==> config.mk <==
export PLATFORM = sky130hd
export DESIGN_NAME = host_interface_burst
export DESIGN_NICKNAME = d
export VERILOG_FILES = /design/src/rtl/host_interface_burst.sv
export SDC_FILE = /design/constraint.sdc
export NUM_CORES = 1
export LEC_CHECK = 0
export ABC_AREA = 1
export BUFFER_PORTS_ARGS = -buffer_cell sky130_fd_sc_hd__buf_2
export CORE_AREA = 3 3 180 182
export DETAILED_ROUTE_END_ITERATION = 10
export DIE_AREA = 0 0 183 185
export GPL_ROUTABILITY_DRIVEN = 0
export PLACE_DENSITY = 0.44
export SYNTH_ARGS = -nofsm -noshare
export SYNTH_HDL_FRONTEND = slang
export SYNTH_SLANG_ARGS = --single-unit
==> constraint.sdc <==
create_clock -name if_clock -period 1.7 [get_ports if_clock]
set_input_delay 0.17 -clock if_clock [delete_from_list [all_inputs] [get_ports if_clock]]
set_output_delay 0.17 -clock if_clock [all_outputs]
set_load 0.01 [all_outputs]
==> src/rtl/host_interface_burst.sv <==
// host_interface_burst: GPIF-style host port bridging the PC link to the Device Interface
// Latency: host inputs registered once; device strobes issue on the edge after the registered strobe
// Backpressure: transfers stall on rd_ready/wr_ready; rdy shows device readiness or read data-valid
//
// Build option: DI_ADDR_AUTOINC_EN -- when defined, diRegAddr advances by one after every
// burst read/write word (block register access); otherwise it changes only through SETREG.
//
// Ports:
//   if_clock, resetb            interface clock (rising edge), synchronous active-low reset
//   ctl[1] rdwr_b strobe, ctl[2] transaction framing; state = host opcode; data_in = pad data
//   data_out, data_oe, rdy      pad read data, pad output enable, ready / read data-valid
//   diEpAddr, diRegAddr         endpoint and register address to the device bus
//   diRegDataIn, diRegDataOut   write data to / read data from the device
//   diWrite, diRead, diReset    one-cycle device strobes
//   rd_ready, wr_ready          device can supply / accept a word
//   burst_done                  one-cycle pulse when a burst counter reaches zero
module host_interface_burst #(
   parameter int DATA_W = 16,
   parameter int ADDR_W = 16,
   parameter int TC_W   = 16
) (
   input  logic              if_clock,
   input  logic              resetb,
   input  logic [2:0]        ctl,
   input  logic [3:0]        state,
   input  logic [DATA_W-1:0] data_in,
   output logic [DATA_W-1:0] data_out,
   output logic              data_oe,
   output logic              rdy,
   output logic [ADDR_W-1:0] diEpAddr,
   output logic [ADDR_W-1:0] diRegAddr,
   output logic [DATA_W-1:0] diRegDataIn,
   input  logic [DATA_W-1:0] diRegDataOut,
   output logic              diWrite,
   output logic              diRead,
   output logic              diReset,
   input  logic              rd_ready,
   input  logic              wr_ready,
   output logic              burst_done
);

   localparam logic [3:0] OP_SETEP     = 4'd1;
   localparam logic [3:0] OP_SETREG    = 4'd2;
   localparam logic [3:0] OP_SETRVAL   = 4'd3;
   localparam logic [3:0] OP_RDDATA    = 4'd4;
   localparam logic [3:0] OP_RESETRVAL = 4'd5;
   localparam logic [3:0] OP_GETRVAL   = 4'd6;
   localparam logic [3:0] OP_RDTC      = 4'd7;
   localparam logic [3:0] OP_WRDATA    = 4'd8;
   localparam logic [3:0] OP_WRTC      = 4'd9;

   // registered host inputs
   logic [3:0]        r_state_q;
   logic [3:0]        r_state_qq;
   logic [2:0]        r_ctl_q;
   logic              r_ctl2_qq;
   logic [DATA_W-1:0] r_data_q;

   // burst counters and their reload values
   logic [TC_W-1:0]   r_rd_tc;
   logic [TC_W-1:0]   r_rd_tc_reset;
   logic [TC_W-1:0]   r_wr_tc;
   logic [TC_W-1:0]   r_wr_tc_reset;

   // burst read return path: strobe marker, data-valid and captured word
   logic              r_rd_burst;
   logic              r_rd_vld;
   logic [DATA_W-1:0] r_data_out;

`ifdef DI_ADDR_AUTOINC_EN
   logic              r_wr_burst;
`endif

   logic              w_settle;
   logic              w_rdwr;
   logic              w_ctl2_rise;
   logic              w_rd_reload;
   logic              w_wr_reload;
   logic              w_rd_go;
   logic              w_wr_go;
   logic              w_unused_ctl0;

   // Any opcode change costs one dead cycle so a half-decoded opcode never strobes the device.
   assign w_settle      = (r_state_q != r_state_qq);
   assign w_rdwr        = r_ctl_q[1];
   assign w_ctl2_rise   = r_ctl_q[2] && !r_ctl2_qq;
   assign w_unused_ctl0 = r_ctl_q[0];

   // Reload only from an exhausted counter; a live count always takes the transfer path instead.
   assign w_rd_reload = w_ctl2_rise && (r_rd_tc == '0);
   assign w_wr_reload = w_ctl2_rise && (r_wr_tc == '0);
   assign w_rd_go     = w_rdwr && rd_ready && (r_rd_tc != '0);
   assign w_wr_go     = w_rdwr && wr_ready && (r_wr_tc != '0);

   always_ff @(posedge if_clock) begin
      if (!resetb) begin
         r_state_q     <= '0;
         r_state_qq    <= '0;
         r_ctl_q       <= '0;
         r_ctl2_qq     <= 1'b0;
         r_data_q      <= '0;
         r_rd_tc       <= '0;
         r_rd_tc_reset <= '0;
         r_wr_tc       <= '0;
         r_wr_tc_reset <= '0;
         r_rd_burst    <= 1'b0;
         r_rd_vld      <= 1'b0;
         r_data_out    <= '0;
         diEpAddr      <= '0;
         diRegAddr     <= '0;
         diRegDataIn   <= '0;
         diWrite       <= 1'b0;
         diRead        <= 1'b0;
         diReset       <= 1'b0;
         burst_done    <= 1'b0;
`ifdef DI_ADDR_AUTOINC_EN
         r_wr_burst    <= 1'b0;
`endif
      end else begin
         r_state_q  <= state;
         r_state_qq <= r_state_q;
         r_ctl_q    <= ctl;
         r_ctl2_qq  <= r_ctl_q[2];
         r_data_q   <= data_in;

         // strobes are single-cycle unless re-armed below
         diWrite    <= 1'b0;
         diRead     <= 1'b0;
         diReset    <= 1'b0;
         burst_done <= 1'b0;
         r_rd_burst <= 1'b0;

         // The device drives its word during the diRead cycle; capture it and flag it valid next cycle.
         r_rd_vld <= r_rd_burst;
         if (r_rd_burst) begin
            r_data_out <= diRegDataOut;
         end

`ifdef DI_ADDR_AUTOINC_EN
         // Advance after the strobe cycle so each word uses the address it was issued with.
         r_wr_burst <= 1'b0;
         if (r_rd_burst || r_wr_burst) begin
            diRegAddr <= diRegAddr + ADDR_W'(1);
         end
`endif

         if (!w_settle) begin
            case (r_state_q)
               OP_SETEP: begin
                  if (w_rdwr) diEpAddr <= ADDR_W'(r_data_q);
               end
               OP_SETREG: begin
                  if (w_rdwr) diRegAddr <= ADDR_W'(r_data_q);
               end
               OP_RDTC: begin
                  if (w_rdwr) begin
                     r_rd_tc       <= TC_W'(r_data_q);
                     r_rd_tc_reset <= TC_W'(r_data_q);
                  end
               end
               OP_WRTC: begin
                  if (w_rdwr) begin
                     r_wr_tc       <= TC_W'(r_data_q);
                     r_wr_tc_reset <= TC_W'(r_data_q);
                  end
               end
               OP_SETRVAL: begin
                  diWrite <= w_rdwr;
                  if (w_rdwr) diRegDataIn <= r_data_q;
               end
               OP_GETRVAL: begin
                  diRead <= w_rdwr;
               end
               OP_RESETRVAL: begin
                  diReset <= w_rdwr;
               end
               OP_RDDATA: begin
                  if (w_rd_reload) begin
                     r_rd_tc <= r_rd_tc_reset;
                  end else if (w_rd_go) begin
                     diRead     <= 1'b1;
                     r_rd_burst <= 1'b1;
                     r_rd_tc    <= r_rd_tc - TC_W'(1);
                     if (r_rd_tc == TC_W'(1)) burst_done <= 1'b1;
                  end
               end
               OP_WRDATA: begin
                  if (w_wr_reload) begin
                     r_wr_tc <= r_wr_tc_reset;
                  end else if (w_wr_go) begin
                     diWrite     <= 1'b1;
                     diRegDataIn <= r_data_q;
                     r_wr_tc     <= r_wr_tc - TC_W'(1);
                     if (r_wr_tc == TC_W'(1)) burst_done <= 1'b1;
`ifdef DI_ADDR_AUTOINC_EN
                     r_wr_burst  <= 1'b1;
`endif
                  end
               end
               default: ;
            endcase
         end
      end
   end

   // Pad-side handshake; all of it is dropped while an opcode change settles.
   always_comb begin
      rdy      = 1'b0;
      data_oe  = 1'b0;
      data_out = r_data_out;
      if (!w_settle) begin
         case (r_state_q)
            OP_SETEP, OP_SETREG, OP_RDTC, OP_WRTC, OP_RESETRVAL: begin
               rdy = 1'b1;
            end
            OP_SETRVAL: begin
               rdy = wr_ready;
            end
            OP_GETRVAL: begin
               data_oe  = 1'b1;
               data_out = diRegDataOut;
               rdy      = rd_ready;
            end
            OP_RDDATA: begin
               data_oe = 1'b1;
               rdy     = r_rd_vld;
            end
            OP_WRDATA: begin
               rdy = wr_ready && (r_wr_tc != '0);
            end
            default: ;
         endcase
      end
   end

endmodule
==> flow_summary_export.csv <==
group,metric,value,unit
setup_path,crit_family,"simple AND/OR/NAND/NOR gates",
power_and_ir_drop,pwr-share-comb,12.5,%
clock_tree,insertion_delay,430,ps
power_and_ir_drop,p_int,0.00641,W
timing,hold_viol_final,0,
logic_synthesis,netlist_area,7660,um2
setup_path,path_max_fanout,6,
global_route,grt_max_degree,103,
timing,worst_clock_skew,10.9,ps
flow_run,drv_cap,0,
power_and_ir_drop,swShare,27.4,%
timing,final.min_clock_period,2220,ps
clock_tree,cts_tree,"done",
timing,tightest_slew,625,ps
clock_tree,clockRootBuffer,"clkbuf_16",
power_and_ir_drop,finalPower,0.00883,W
logic_synthesis,synth_edf_count,0,
timing,drv_slew,0,
die,start_util,24.9,%
setup_path,arrival,2050,ps
die,rows,64,
setup_path,worstSetupStartpointType,"flop",
logic_synthesis,yosysSeqAreaShare,42.1,%
power_and_ir_drop,p_leak,5.60,nW
setup_path,worst-path-buf-inv,2,
setup_path,path_depth,7,
logic_synthesis,synthMuxAreaShare,2.35,%
timing,timing.slew.headroom,58.3,%
setup_path,r2r_slack,-170,ps
die,die-height,185,um
timing,timing.final.ws_setup,-519,ps
logic_synthesis,syn_avg_cell_area,6.69,um2
setup_path,worstReg2RegStart,"r_state_qq[1]",
setup_path,end_kind,"primary output",
timing,timing.final.crit_share,131,%
setup_path,crit_type,"reg2out",
logic_synthesis,synth_seq_cells,161,
clock_tree,clock-sinks,161,
final_layout,fill_cells,3402,
routing,drt-wirelength-per-cell,14.6,um
place,placed_cells_incl_taps,1697,
final_layout,final_cell_area,11100,um2
setup_path,cpPeakStageDelay,310,ps
routing,drt_drc_violations_left,0,
worst_hold_path,hold_class,"in2reg",
global_route,met1_usage,20.1,%
power_and_ir_drop,power.share.sequential,44.5,%
setup_path,reg2regPathDepth,10,
logic_synthesis,synthSimpleGateAreaFrac,36.6,%
die,core_area,30700,um2
timing,rsz0062_at_grt,"yes",
final_layout,antenna_cells,0,
place,placed_area,9360,um2
logic_synthesis,synth_flop_cell,"dfxtp_1",
power_and_ir_drop,power_switching,0.00242,W
clock_tree,clk_path_buf_depth,2,
worst_hold_path,worst_hold_path.endpoint,"r_data_out[2]",
logic_synthesis,synth_top_family_by_area,"simple AND/OR/NAND/NOR gates",
global_route,grt_first_pass_wirelength,41.2,mm
routing,vias,7606,
clock_tree,cts.htree.levels,4,
setup_path,r2r-end,"diEpAddr[15]",
worst_hold_path,hp-start,"diRegDataOut[2]",
final_layout,num-nets-final,1429,
global_route,top_usage_layer,"met2",
global_route,grtUsageMet3,3.87,%
routing,viasPerCell,4.25,
power_and_ir_drop,ir_drop,0.581,mV
worst_hold_path,whs_path_depth,3,
clock_tree,clk_pin_slew,70,ps
status,outcome,"complete, but fails checks",
logic_synthesis,synth.distinct_cells,39,
global_route,use_met2,25.4,%
routing,postRouteWirelength,26.2,mm
logic_synthesis,async_reset_ff_share,0,%
timing,finalSetupViolCount,101,
power_and_ir_drop,p_clk_share,43.0,%
final_layout,syn2layout_area_growth,44.6,%
final_layout,layout-drive-gt1-share,25.9,%
power_and_ir_drop,pwr_density_cell,797,nW/um2
global_route,grtUsageTotal,15.4,%
status,violations,"setup timing",
clock_tree,numCtsBuffers,17,
routing,ant_nets,0,
logic_synthesis,syn_inst,1145,
setup_path,cp_slowest_cell,"dfxtp_1",
setup_path,critPathRequiredTime,1530,ps
logic_synthesis,syn_nets,1192,
final_layout,fin_cells,1791,
place,io_buffers,111,
routing,drt_first_pass_iters,5,
place,dp_hpwl,17.0,mm
die,io_pins,113,
logic_synthesis,synth_compound_area_share,7.84,%
global_route,antenna_found_initial,0,
timing,fmax,451,MHz
die,die-area,33900,um2
logic_synthesis,synth_fa_ha_area_share,0.653,%
routing,drtIter0Drc,395,
setup_path,crit_chain,"or2_1 > a21oi_2 > nand2_4 > nor2_4 > clkbuf_16 > mux2_4 > buf_6",
logic_synthesis,synth_warnings,0,
global_route,overflow,0,
die,die_w,183,um
global_route,first_global_vias,7501,
logic_synthesis,synth_xor_area_share,1.49,%
timing repair:
item | 4_1_cts | 5_1_grt
hold buffers | 37 | 0
setup endpoints to repair | 66 | 132
pin swaps | 5 | 11
setup buffers | 5 | 8
gates cloned | 5 | 7
hold endpoints to repair | 37 | 0
gates resized for setup | 70 | 61
stage by stage:
step	setup TNS [ps]	hold WS, ps	setup WS (ps)	util (%)
6_report	-17430	43.9	-519	36.0
5_1_grt	-29180	53.6	-615	36.0
4_1_cts	-14700	8.46	-547	34.7
3_5_place_dp	-4320	354	-115	30.4
3_3_place_gp	-4100	354	-103	30.4
2_1_floorplan	-378	268	-37.8	-
worst max-delay path by stage:
stage | slack [ps] | start | to
finish | -520 | r_state_qq[1] | data_out[5]
global route | -610 | r_state_qq[1] | data_out[5]
CTS | -550 | r_state_q[1] | data_out[10]
detailed placement | -110 | r_state_q[1] | data_out[1]
global placement | -100 | r_state_q[1] | data_out[4]
floorplan | -40 | r_state_q[3] | data_out[10]
power groups by stage:
stage | Clock [W] | Combinational [W] | Sequential [W]
after detailed placement | 0 | 0.000919 | 0.00402
final | 0.00379 | 0.00110 | 0.00393
after floorplan | 0 | 0.000556 | 0.00397
after CTS | 0.00392 | 0.00106 | 0.00393
after global placement | 0 | 0.000919 | 0.00402
after global routing | 0.00406 | 0.00124 | 0.00394
logic make-up (layout without fill, tap and decap cells):
kind of cell | Yosys count | count (layout)
xor gates and xnor gates | 13 | 13
AOI/OAI and AO/OA | 115 | 115
DFF | 161 | 161
muxes | 16 | 16
buffers and inverters | 162 | 409
and+or+nand+nor | 674 | 677
adders and majority gates | 4 | 4
routing by layer:
layer | up-vias | routed length, um
met3 | 21 | 1260
met5 | - | 0
met4 | 0 | 332
li1 | 4013 | -
met1 | 3422 | 12400
met2 | 150 | 12200
synth_stat cells (all sizes together) (4+ instances only):
library cell  instances  share of area (%)
nor2                327                 17
nand2               281                 15
dfxtp               161                 42
inv                 114                5.6
o21ai                93                6.1
nand3                52                3.8
buf                  27                2.4
clkbuf               21                1.0
a21oi                17                1.3
mux2                 16                2.4
xor2                 12                1.4
nand4                 8               0.65
ha                    4               0.65
cell type report:
type                    count  area (um2)  area share [%]
inverters                 114         455            4.11
clock buffers              19         443            4.00
well taps                 396         495            4.47
repair buffers            263        2260            20.4
multi-input cells         825        4070            36.7
flip-flops and latches    161        3230            29.1
clock inverters            13         126            1.14
placed cells by master, fill, tap and decap left out, types with 3 or more instances in the layout:
cell           synthesis  final
o21ai_2                0     10
buf_2                 13     95
clkbuf_16              0     24
buf_12                 0     15
nor2_1               312    293
clkinv_2               0      3
a21oi_2                1      3
nand2_2                8      8
nand3_1               49     45
buf_6                  4     25
inv_4                  0      4
nand3_2                1      4
nor2_2                 8     23
inv_6                  0      5
dfxtp_1              161    159
buf_4                  6     82
ha_1                   4      3
nand2_4                3      4
inv_1                107    105
dlygate4sd3_1          0     37
nand2_8                1      6
mux2_4                 0     16
nand3_4                2      3
o21ai_1               18     36
nor2_4                 6     10
inv_2                  7      3
nand2_1              269    266
nand4_1                8      8
o21ai_0               75     47
xor2_1                12     12
a21oi_1               15     12
tightest hold or removal path: cells and delay by family:
kind | cells | cell delay, ps
buf+inv | 1 | 100
simple gates | 2 | 170
No activity file was read; power rests on OpenSTA's default activity.
